## src/rtl/unsaved_onchip_mem_arbiter.sv

```systemverilog
// Two-master round-robin arbiter in front of a single-port on-chip RAM.
// Tracks the RAM's 1-cycle read latency and routes read data to its issuer.
module unsaved_onchip_mem_arbiter #(
  parameter int ADDR_W = 13,
  parameter int DATA_W = 32,
  parameter int BE_W   = 4,
  parameter int CNT_W  = 16
) (
  input  logic              clk,
  input  logic              reset,
  input  logic [ADDR_W-1:0] m0_address,
  input  logic              m0_read,
  input  logic              m0_write,
  input  logic [BE_W-1:0]   m0_byteenable,
  input  logic [DATA_W-1:0] m0_writedata,
  output logic              m0_waitrequest,
  output logic [DATA_W-1:0] m0_readdata,
  output logic              m0_readdatavalid,
  input  logic [ADDR_W-1:0] m1_address,
  input  logic              m1_read,
  input  logic              m1_write,
  input  logic [BE_W-1:0]   m1_byteenable,
  input  logic [DATA_W-1:0] m1_writedata,
  output logic              m1_waitrequest,
  output logic [DATA_W-1:0] m1_readdata,
  output logic              m1_readdatavalid,
  output logic [ADDR_W-1:0] mem_address,
  output logic [BE_W-1:0]   mem_byteenable,
  output logic              mem_chipselect,
  output logic              mem_write,
  output logic [DATA_W-1:0] mem_writedata,
  output logic              mem_clken,
  input  logic [DATA_W-1:0] mem_readdata,
  output logic [CNT_W-1:0]  conflict_count
);

  logic m0_req;
  logic m1_req;
  logic grant0;
  logic grant1;
  logic last_grant;
  logic rd_pend;
  logic rd_owner;
  logic rd_accept;
  logic win_write;

  assign m0_req = m0_read | m0_write;
  assign m1_req = m1_read | m1_write;

  // last_grant holds the index of the previous winner
  always_comb begin
    grant0 = 1'b0;
    grant1 = 1'b0;
    if (!reset) begin
      if (m0_req && m1_req) begin
        grant0 = last_grant;
        grant1 = ~last_grant;
      end else begin
        grant0 = m0_req;
        grant1 = m1_req;
      end
    end
  end

  assign m0_waitrequest = reset | (m0_req & ~grant0);
  assign m1_waitrequest = reset | (m1_req & ~grant1);

  assign win_write = grant1 ? m1_write : m0_write;

  // read and write together counts as a write
  assign rd_accept = (grant0 & m0_read & ~m0_write)
                   | (grant1 & m1_read & ~m1_write);

  always_comb begin
    mem_chipselect = grant0 | grant1;
    mem_write      = (grant0 | grant1) & win_write;
    mem_address    = grant1 ? m1_address : m0_address;
    mem_writedata  = grant1 ? m1_writedata : m0_writedata;
    mem_byteenable = {BE_W{1'b1}};
    if (win_write)
      mem_byteenable = grant1 ? m1_byteenable : m0_byteenable;
  end

  assign mem_clken = ~reset;

  always_ff @(posedge clk) begin
    if (reset) begin
      last_grant     <= 1'b1;
      rd_pend        <= 1'b0;
      rd_owner       <= 1'b0;
      conflict_count <= '0;
    end else begin
      if (grant0 | grant1)
        last_grant <= grant1;
      rd_pend  <= rd_accept;
      rd_owner <= grant1;
      if (m0_req && m1_req && !(&conflict_count))
        conflict_count <= conflict_count + 1'b1;
    end
  end

  // reset gating drops a read that was in flight when reset arrived
  assign m0_readdatavalid = ~reset & rd_pend & ~rd_owner;
  assign m1_readdatavalid = ~reset & rd_pend & rd_owner;
  assign m0_readdata      = mem_readdata;
  assign m1_readdata      = mem_readdata;

endmodule

```

## config.mk

```make
export PLATFORM = sky130hd
export DESIGN_NAME = unsaved_onchip_mem_arbiter
export DESIGN_NICKNAME = d
export VERILOG_FILES = /design/src/rtl/unsaved_onchip_mem_arbiter.sv
export SDC_FILE = /design/constraint.sdc
export NUM_CORES = 1
export LEC_CHECK = 0
export ABC_AREA = 0
export ABC_CLOCK_PERIOD_IN_PS = 5100
export CAP_MARGIN = 20
export CORE_MARGIN = 10
export CORE_UTILIZATION = 29
export CTS_BUF_LIST = sky130_fd_sc_hd__clkbuf_2 sky130_fd_sc_hd__clkbuf_4 sky130_fd_sc_hd__clkbuf_8
export DETAILED_ROUTE_END_ITERATION = 8
export PLACE_DENSITY = 0.95
export SYNTH_ARGS = -nofsm -noshare
export SYNTH_HDL_FRONTEND = slang
export SYNTH_SLANG_ARGS = --single-unit
```

## constraint.sdc

```tcl
create_clock -name clk -period 5.1 [get_ports clk]
set_input_delay 0.51 -clock clk [delete_from_list [all_inputs] [get_ports clk]]
set_output_delay 0.51 -clock clk [all_outputs]
set_load 0.005 [all_outputs]
```

==> run_results.csv, run 1 <==
group,metric,value,unit
clocking,ctsHtreeMaxLevel,1,
routing,first_pass_iters,4,
global_route,grt_max_degree,57,
clocking,insertion_delay,0.26,ns
clocking,clock_sinks,19,
finish,seq_area,380,sq um
synth,synth_edf_count,0,
placement,dpl.hpwl,9.09,mm
routing,first_iter_violations,125,
clocking,cts_tree,"yes",
floorplan,rows,31,
finish,antenna_cells,0,
synth,yosys_warnings,0,
timing,setup_viol,0,
finish,nets,495,
clocking,numCtsBuffers,3,
pwr,p_leak,1.23,nW
critical_path,cp_common_cell,"clkdlybuf4s50_1",
timing,tightest_slew,0.729,ns
critical_path,path_cells,"clkdlybuf4s50_1 > o22a_1 > a211oi_4 > buf_4 > mux2_2 > clkdlybuf4s50_1",
synth,ys_ff_latch,19,
critical_path,cp_slowest_cell,"clkdlybuf4s50_1",
clocking,clkTransAtPathRegs,0.08,ns
critical_path,crit_arrival,3.30,ns
floorplan,die_y,106,um
critical_path,path_max_fanout,56,
outcome,outcome,"finished clean",
synth,ys_seq_area_share,17.8,%
pwr,peakVddDrop,0.0812,mV
placement,gp_congestion,0.972,
clocking,root_buffer,"clkbuf_8",
job,max_cap_viol_count,0,
timing,fmax,0.262,GHz
placement,io_buffers,175,
timing,rsz0062_at_grt,"no",
min_path,hold_path_class,"reg2reg",
routing,drc,0,
timing,skew,0.00517,ns
timing,final.min_clock_period,3.81,ns
finish,layout-drive-gt1-share,17.1,%
routing,ant_nets,0,
synth,synth_cell_type_count,43,
floorplan,core_area,0.00721,sq mm
critical_path,crit_family,"buffers and inverters",
routing,routed_via_density,4.86,
clocking,postCtsSetupBuffers,0,
synth,syn_area,0.00213,sq mm
floorplan,design.die.area,0.0112,sq mm
critical_path,startpoint_type,"input pin",
routing,avgRoutedWirePerCell,23.3,um
critical_path,worstPathRequired,4.59,ns
global_route,grt_pass1_vias,2337,
timing,finalHoldViolations,0,
floorplan,start_util,29.6,%
synth,syn-num-nets,388,
finish,area_delta_synth_final,66.1,%
finish,multi_input_area,0.00119,sq mm
clocking,hold_buffers,0,
critical_path,worstSetupPathType,"in2out",
floorplan,ios,272,
timing,setup_ws,1.29,ns
critical_path,crit_buf_inv,3,
floorplan,die_x,106,um
finish,final_cell_count_no_fill,456,
timing,tns,0,ns
synth,synth_area_per_cell,8.49,sq um
synth,synthCells,251,
finish,n_fill_cell,698,
timing,finalCritPeriodShare,74.7,%
placement,dp_cells,452,
global_route,overflow,0,
global_route,antenna_found_initial,0,
clocking,cts_resized,0,
routing,vias,2215,
timing,relSlewSlack,51.0,%
synth,async_flop_share,0,%
timing,hold_ws,0.532,ns
critical_path,max_stage_delay,0.58,ns
clocking,cts_buffer_depth,2,
global_route,grt.total_usage,17.3,%
synth,synth_top_flop_cell,"dfxtp_1",
pwr,p_total,522,uW
global_route,grt_first_pass_wirelength,15.0,mm
critical_path,endpoint_kind,"output pin",
placement,place_ws,1.32,ns
routing,drt_wl_total,10.6,mm
timing,drv_slew,0,
pwr,powerDensity,147,mW/mm^2
==> routing by layer <==
layer	vias up	track usage, %	share of wire [%]
li1	1057	-	-
met1	1016	17.8	36
met2	108	28.9	48
met3	34	10.7	14
met4	0	4.35	1.7
met5	-	0	0
==> through the flow <==
stage | utilization [%] | cell area (sq um)
global route | 49.1 | 3540
detailed placement | 48.4 | 3490
global placement | 48.4 | 3490
CTS | 49.1 | 3540
floorplan | - | 2130
finish | 49.1 | 3540
==> where the power goes <==
group	internal (mW)	total (mW)	switching [mW]
logic	0.175	0.258	0.0834
registers	0.152	0.156	0.00422
clock network	0.0544	0.108	0.0534
total	0.381	0.522	0.141
==> cell families after synthesis <==
family / after synthesis / share of synthesized area, %
and+or+nand+nor: 61 / 17.4
adders and majority gates: 1 / 0.587
DFF: 19 / 17.8
AOI/OAI and AO/OA: 37 / 11.4
buffers and inverters: 84 / 26.9
muxes: 49 / 25.8
==> tightest hold or removal path, stage by stage, from the launching register on <==
cell and delay (ns):
dfxtp_1 0.36, o31ai_1 0.08, a21oi_1 0.05
==> worst paths after layout <==
path,end,slack [ns],startpoint,cells past startpoint
min,conflict_count[15],0.53,conflict_count[15],2
max reg2reg,conflict_count[14],2.97,conflict_count[1],5
min reg2reg,conflict_count[15],0.53,conflict_count[15],2
max,mem_writedata[5],1.29,m1_write,6
==> synth_stat cells (2+ instances only) <==
cell      number  area (sq um)
buf_4         68           510
mux2_2        48           541
dfxtp_1       19           380
a21oi_1       11          55.1
inv_1          9          33.8
nor2_1         9          33.8
nand2_1        6          22.5
nand3_1        6          30.0
o21ai_0        6          30.0
nor3_1         5          25.0
nor3b_1        5          37.5
o31ai_1        5          37.5
or4_1          5          37.5
a31oi_1        4          25.0
nand4_1        4          25.0
a211oi_1       3          22.5
buf_2          3          15.0
clkbuf_1       3          11.3
nor2b_1        3          18.8
nor4_1         3          18.8
or3_1          3          18.8
and3_1         2          12.5
==> flip-flops by register name, summed over array words and instances (netlist names) <==
signal          cells
rd_owner            1
conflict_count     16
rd_pend             1
last_grant          1
==> layout make-up <==
cell class	instances	share of cell area [%]
repair buffers	177	49.9
flip-flops and latches	19	10.7
multi-input cells	148	33.6
clock buffers	3	1.17
clock inverters	1	0.141
inverters	9	0.954
well taps	99	3.50
==> cells in the final DEF, fill, tap and decap left out, types with 4 or more instances in the layout <==
cell type | Yosys | final
inv_1 | 9 | 9
clkdlybuf4s50_1 | 0 | 175
a21oi_1 | 11 | 11
a31oi_1 | 4 | 4
nand2_1 | 6 | 6
dfxtp_1 | 19 | 19
or4_1 | 5 | 5
o31ai_1 | 5 | 5
o21ai_0 | 6 | 6
nand4_1 | 4 | 4
nand3_1 | 6 | 6
nor3_1 | 5 | 5
nor2_1 | 9 | 9
mux2_2 | 48 | 48
nor3b_1 | 5 | 5
(Power assumes the default switching activity.)
==> inputs of run 2 (changes only) <==
--- a/config.mk
+++ b/config.mk
@@ -6,13 +6,14 @@
 export NUM_CORES = 1
 export LEC_CHECK = 0
 export ABC_AREA = 0
-export ABC_CLOCK_PERIOD_IN_PS = 5100
+export ABC_CLOCK_PERIOD_IN_PS = 3670
 export CAP_MARGIN = 20
+export CORE_ASPECT_RATIO = 1.75
 export CORE_MARGIN = 10
-export CORE_UTILIZATION = 29
+export CORE_UTILIZATION = 27
 export CTS_BUF_LIST = sky130_fd_sc_hd__clkbuf_2 sky130_fd_sc_hd__clkbuf_4 sky130_fd_sc_hd__clkbuf_8
 export DETAILED_ROUTE_END_ITERATION = 8
-export PLACE_DENSITY = 0.95
+export PLACE_DENSITY = 0.93
 export SYNTH_ARGS = -nofsm -noshare
 export SYNTH_HDL_FRONTEND = slang
 export SYNTH_SLANG_ARGS = --single-unit
==> constraint.sdc (replaced) <==
create_clock -name clk -period 3.67 [get_ports clk]
set_input_delay 0.367 -clock clk [delete_from_list [all_inputs] [get_ports clk]]
set_output_delay 0.367 -clock clk [all_outputs]
set_load 0.005 [all_outputs]
==> run_results.csv, run 2 (synthesis results as in run 1) <==
group,metric,value,unit
routing,drc,0,
timing,fmax,0.309,GHz
clocking,clock_sinks,19,
clocking,numCtsBuffers,3,
timing,final.min_clock_period,3.24,ns
global_route,grt_pass1_vias,2451,
clocking,ctsHtreeMaxLevel,1,
critical_path,worstPathRequired,3.30,ns
pwr,powerDensity,210,mW/mm^2
routing,m1WireLength,4.21,mm
floorplan,core_area,0.00762,sq mm
timing,skew,0.00520,ns
timing,finalCritPeriodShare,88.3,%
routing,first_iter_violations,106,
finish,antenna_cells,0,
timing,relSlewSlack,53.0,%
placement,place_ws,0.456,ns
floorplan,rows,42,
critical_path,ff2ff_setup_slack,1.48,ns
routing,drt_wl_total,12.6,mm
routing,top_layer,"met5",
critical_path,startpoint_type,"input pin",
routing,routed_via_density,5.17,
finish,final_cell_mix,"clkdlybuf4s50_1, mux2_2, dfxtp_1, a21oi_1",
routing,met2_length,5.43,mm
routing,vias,2301,
clocking,cts_tree,"yes",
timing,hold_ws,0.533,ns
routing,first_pass_iters,4,
outcome,outcome,"finished clean",
pwr,p_leak,1.24,nW
global_route,grt.total_usage,19.2,%
critical_path,crit_buf_inv,3,
clocking,clkTransAtPathRegs,0.08,ns
timing,tightest_slew,0.699,ns
critical_path,endpoint_kind,"output pin",
floorplan,ios,272,
min_path,min_from,"conflict_count[15]",
finish,regMostFlops,"conflict_count",
timing,drv_slew,0,
job,max_cap_viol_count,0,
clocking,cts_buffer_depth,2,
global_route,grt_first_pass_wirelength,17.1,mm
routing,dr_wl_met3,2.41,mm
finish,nets,495,
critical_path,cp_common_cell,"clkdlybuf4s50_1",
finish,final_cell_count_no_fill,445,
pwr,p_total,744,uW
clocking,root_buffer,"clkbuf_8",
finish,layout-drive-gt1-share,17.1,%
finish,final_common_cell,"clkdlybuf4s50_1",
timing,rsz0062_at_grt,"no",
critical_path,r2r-start,"conflict_count[0]",
floorplan,start_util,28.0,%
critical_path,cp_slowest_cell,"clkdlybuf4s50_1",
critical_path,crit_arrival,2.87,ns
clocking,hold_buffers,0,
critical_path,max_stage_delay,0.57,ns
clocking,postCtsSetupBuffers,0,
timing,tns,0,ns
finish,fin_util,46.5,%
placement,placed_cell_area,0.00349,sq mm
global_route,antenna_found_initial,2,
floorplan,design.die.area,0.0120,sq mm
finish,largest_register_ffs,16,
routing,avgRoutedWirePerCell,28.2,um
min_path,hold_end,"conflict_count[15]",
finish,fin_area,0.00354,sq mm
pwr,peakVddDrop,0.203,mV
placement,dpl.hpwl,10.8,mm
placement,gp_congestion,0.898,
min_path,hold_path_class,"reg2reg",
clocking,cts_resized,0,
routing,ant_nets,0,
placement,dp_cells,441,
critical_path,reg2reg_to,"conflict_count[14]",
critical_path,worstSetupPathType,"in2out",
critical_path,crit_family,"buffers and inverters",
min_path,hold-path-cell-count,2,
timing,setup_ws,0.429,ns
finish,area_delta_synth_final,66.1,%
timing,finalHoldViolations,0,
global_route,grt_max_degree,57,
critical_path,r2r.worst_path.cells,5,
floorplan,die_x,87.2,um
floorplan,die_y,138,um
critical_path,path_cells,"clkdlybuf4s50_1 > o22a_1 > a211oi_4 > buf_12 > mux2_2 > clkdlybuf4s50_1",
clocking,insertion_delay,0.26,ns
placement,io_buffers,175,
critical_path,path_max_fanout,56,
timing,setup_viol,0,
global_route,overflow,0,
run 2: changes by cell type in the layout (fill, tap and decap cells not counted), sizes merged:
| cell | previous run | this run |
|---|---|---|
| clkbuf | 3 | 4 |
| clkinv | 1 | 0 |
run 2: how the worst max path moves through the flow:
stage,start,to,slack (ns),depth (start not counted)
floorplan,m1_write,mem_writedata[22],1.49,6
global placement,m1_write,mem_writedata[12],0.50,6
detailed placement,m1_write,mem_writedata[26],0.46,6
CTS,m1_write,mem_writedata[26],0.45,6
global route,m1_write,mem_writedata[26],0.32,6
finish,m1_write,mem_writedata[18],0.43,6
run 2: where the power goes:
part / total [mW] / switching (mW) / internal, mW
combinational: 0.365 / 0.120 / 0.245
clock: 0.163 / 0.0776 / 0.0849
sequential: 0.217 / 0.00568 / 0.211
total: 0.744 / 0.203 / 0.541
run 2: per-layer routing:
metal	GRT usage, %	vias up
met3	15.0	55
met5	0	-
met4	7.56	4
met1	20.1	1030
li1	-	1054
met2	28.3	158
run 2: layout make-up:
class / count / area [sq um]
sequential: 19 / 380
inverter: 9 / 33.8
fill: 708 / 4080
clock buffer: 4 / 48.8
timing repair buffer: 177 / 1780
multi-input combinational: 148 / 1190
tap: 88 / 110
run 2: worst reg2reg max path: stages (launching register included):
cell     delay [ns]
dfxtp_1        0.44
ha_1           0.22
nand3_1        0.23
or3_1          0.42
nor4_1         0.39
mux2_2         0.38
==> inputs of run 3 (changes only) <==
--- a/config.mk
+++ b/config.mk
@@ -14,6 +14,7 @@
 export CTS_BUF_LIST = sky130_fd_sc_hd__clkbuf_2 sky130_fd_sc_hd__clkbuf_4 sky130_fd_sc_hd__clkbuf_8
 export DETAILED_ROUTE_END_ITERATION = 8
 export PLACE_DENSITY = 0.93
+export SKIP_CTS_REPAIR_TIMING = 1
 export SYNTH_ARGS = -nofsm -noshare
 export SYNTH_HDL_FRONTEND = slang
 export SYNTH_SLANG_ARGS = --single-unit
==> results of run 3 <==
The final DEF is identical to that of run 2; final timing and power are the same.
==> RTL change (settings of run 1) <==
The parameter `DATA_W` goes from 32 to 36.
--- a/src/rtl/unsaved_onchip_mem_arbiter.sv
+++ b/src/rtl/unsaved_onchip_mem_arbiter.sv
@@ -4,3 +4,3 @@
   parameter int ADDR_W = 13,
-  parameter int DATA_W = 32,
+  parameter int DATA_W = 36,
   parameter int BE_W   = 4,
Ports: changed (6 resized); port bits go from 272 to 296. No check against the original RTL was run, so the function may have changed too.
==> RTL change against run 1 <==
- worst setup slack worse by 0.037 ns
- cell area up 3.5%
- combinational power rose by 9.7%
- sequential share of layout area decreased by 0.36 points
- maximum frequency shrank 0.95%
- die area rose by 3.6%
- critical path depth is the same
- synthesized area grew 4.4%
- wire length grew 27%
- sequential cell count is the same
- total power rose by 4.9%
- hold slack got worse by 0.018 ns
==> RTL change: results (changes against run 1) <==
stage;metric;value;unit;change
setup_path;CP max-delay cell;buf_4;;was clkdlybuf4s50_1
synth;synth cell count leaders;buf_4 (73), mux2_2 (41), dfxtp_1 (19), nor2_1 (12), nand2_1 (11);;was buf_4 (68), mux2_2 (48), dfxtp_1 (19), a21oi_1 (11)
place;HPWL after DPL;11450;um;was 9090 um
routing;metal3 WL;2216;um;was 1461 um
place;# port buffers;187;;was 175
synth;unique cell type count in the Yosys netlist;39;;was 43
place;pre-CTS setup slack;1.273;ns;was 1.317 ns
sta;Clock Skew;0.005210;ns;was 0.005171 ns
pwr;combinational share of power;0.517;;was 0.494
pwr;VDD IR-drop max;0.0001418;V;was 0.00008123 V
routing;DR vias;2378;;was 2,215
routing;Post-Route M1 WL;5443;um;was 3829 um
global_route;vias in the first global route;2522;;was 2,337
global_route;largest net degree at the start of global routing;61;;was 57
routing;WL met2;5641;um;was 5131 um
setup_path;critical-path maximum fanout;60;;was 56
routing;DR WL/cell;28.68;um;was 23.26 um
synth;sequential-to-total area share from yosys stat;0.1709;;was 0.1784
setup_path;R2R Path Start;conflict_count[0];;was conflict_count[1]
cells_and_area;layout net count;519;;was 495
global_route;Global Route Usage Sum;0.2184;;was 0.1725
setup_path;r2r setup slk;3.08;ns;was 2.97 ns
synth;synth top area cells;buf_4 (25%), mux2_2 (21%), dfxtp_1 (17%);;was mux2_2 (25%), buf_4 (24%), dfxtp_1 (18%)
synth;Synthesized Nets;407;;was 388
global_route;GR Layer Usage met1;0.2628;;was 0.1785
outcome;status;finished, final reports clean;;unchanged
pwr;Lkg Pwr;1.284;nW;was 1.231 nW
routing;DRT iter0 DRCs;124;;was 125
worst_hold_path;Hold Path Stages;1;;was 2
cells_and_area;fillers;676;;was 698
global_route;first-pass GRT wire length;18690;um;was 14,990 um
-- RTL change: worst max-delay path by stage --
stage	slack (ns)	from	cells after the start	endpoint
4_1_cts	1.29	m1_write	6	mem_writedata[14]
6_report	1.25	m1_write	6	mem_writedata[14]
5_1_grt	1.19	m1_write	6	mem_writedata[10]
3_5_place_dp	1.27	m1_write	6	mem_writedata[14]
2_1_floorplan	2.73	m1_write	5	mem_writedata[26]
3_3_place_gp	1.32	m1_write	6	mem_writedata[14]
-- RTL change: cell type report --
type,count,area [um^2],share of cell area
Clock inverter,1,5.005,0.001366
Multi-Input combinational cell,150,1197,0.3267
Clock buffer,3,41.29,0.01127
Inverter,6,22.52,0.006145
Tap cell,99,123.9,0.03380
Timing Repair Buffer,190,1894,0.5169
Sequential cell,19,380.4,0.1038
-- RTL change: per-stage QoR --
stage,cell area (um^2),total power [mW],hold slack [ns],cells
floorplan,2226,0.2891,0.4836,258
global placement,3618,0.4394,0.4872,464
detailed placement,3618,0.4394,0.4976,464
CTS,3665,0.5469,0.5084,468
global route,3665,0.5694,0.5420,468
finish,3665,0.5473,0.5143,468
-- RTL change: worst reg2reg max path, cell delays in order (launching register included) --
cell     delay [ns]
dfxtp_1        0.45
ha_1           0.24
nand3_1        0.18
or2_0          0.36
nor4_1         0.32
mux2_2         0.37
-- RTL change: kinds of logic (layout without fill, tap and decap cells) --
group                      after synthesis  count (layout)  share of synthesized area
DFF                                     19              19                     0.1709
muxes                                   54              54                     0.2715
buffers and inverters                   89             200                     0.2912
and+or+nand+nor                         62              62                     0.1506
adders and majority gates                1               1                   0.005620
AOI/OAI and AO/OA                       33              33                     0.1102
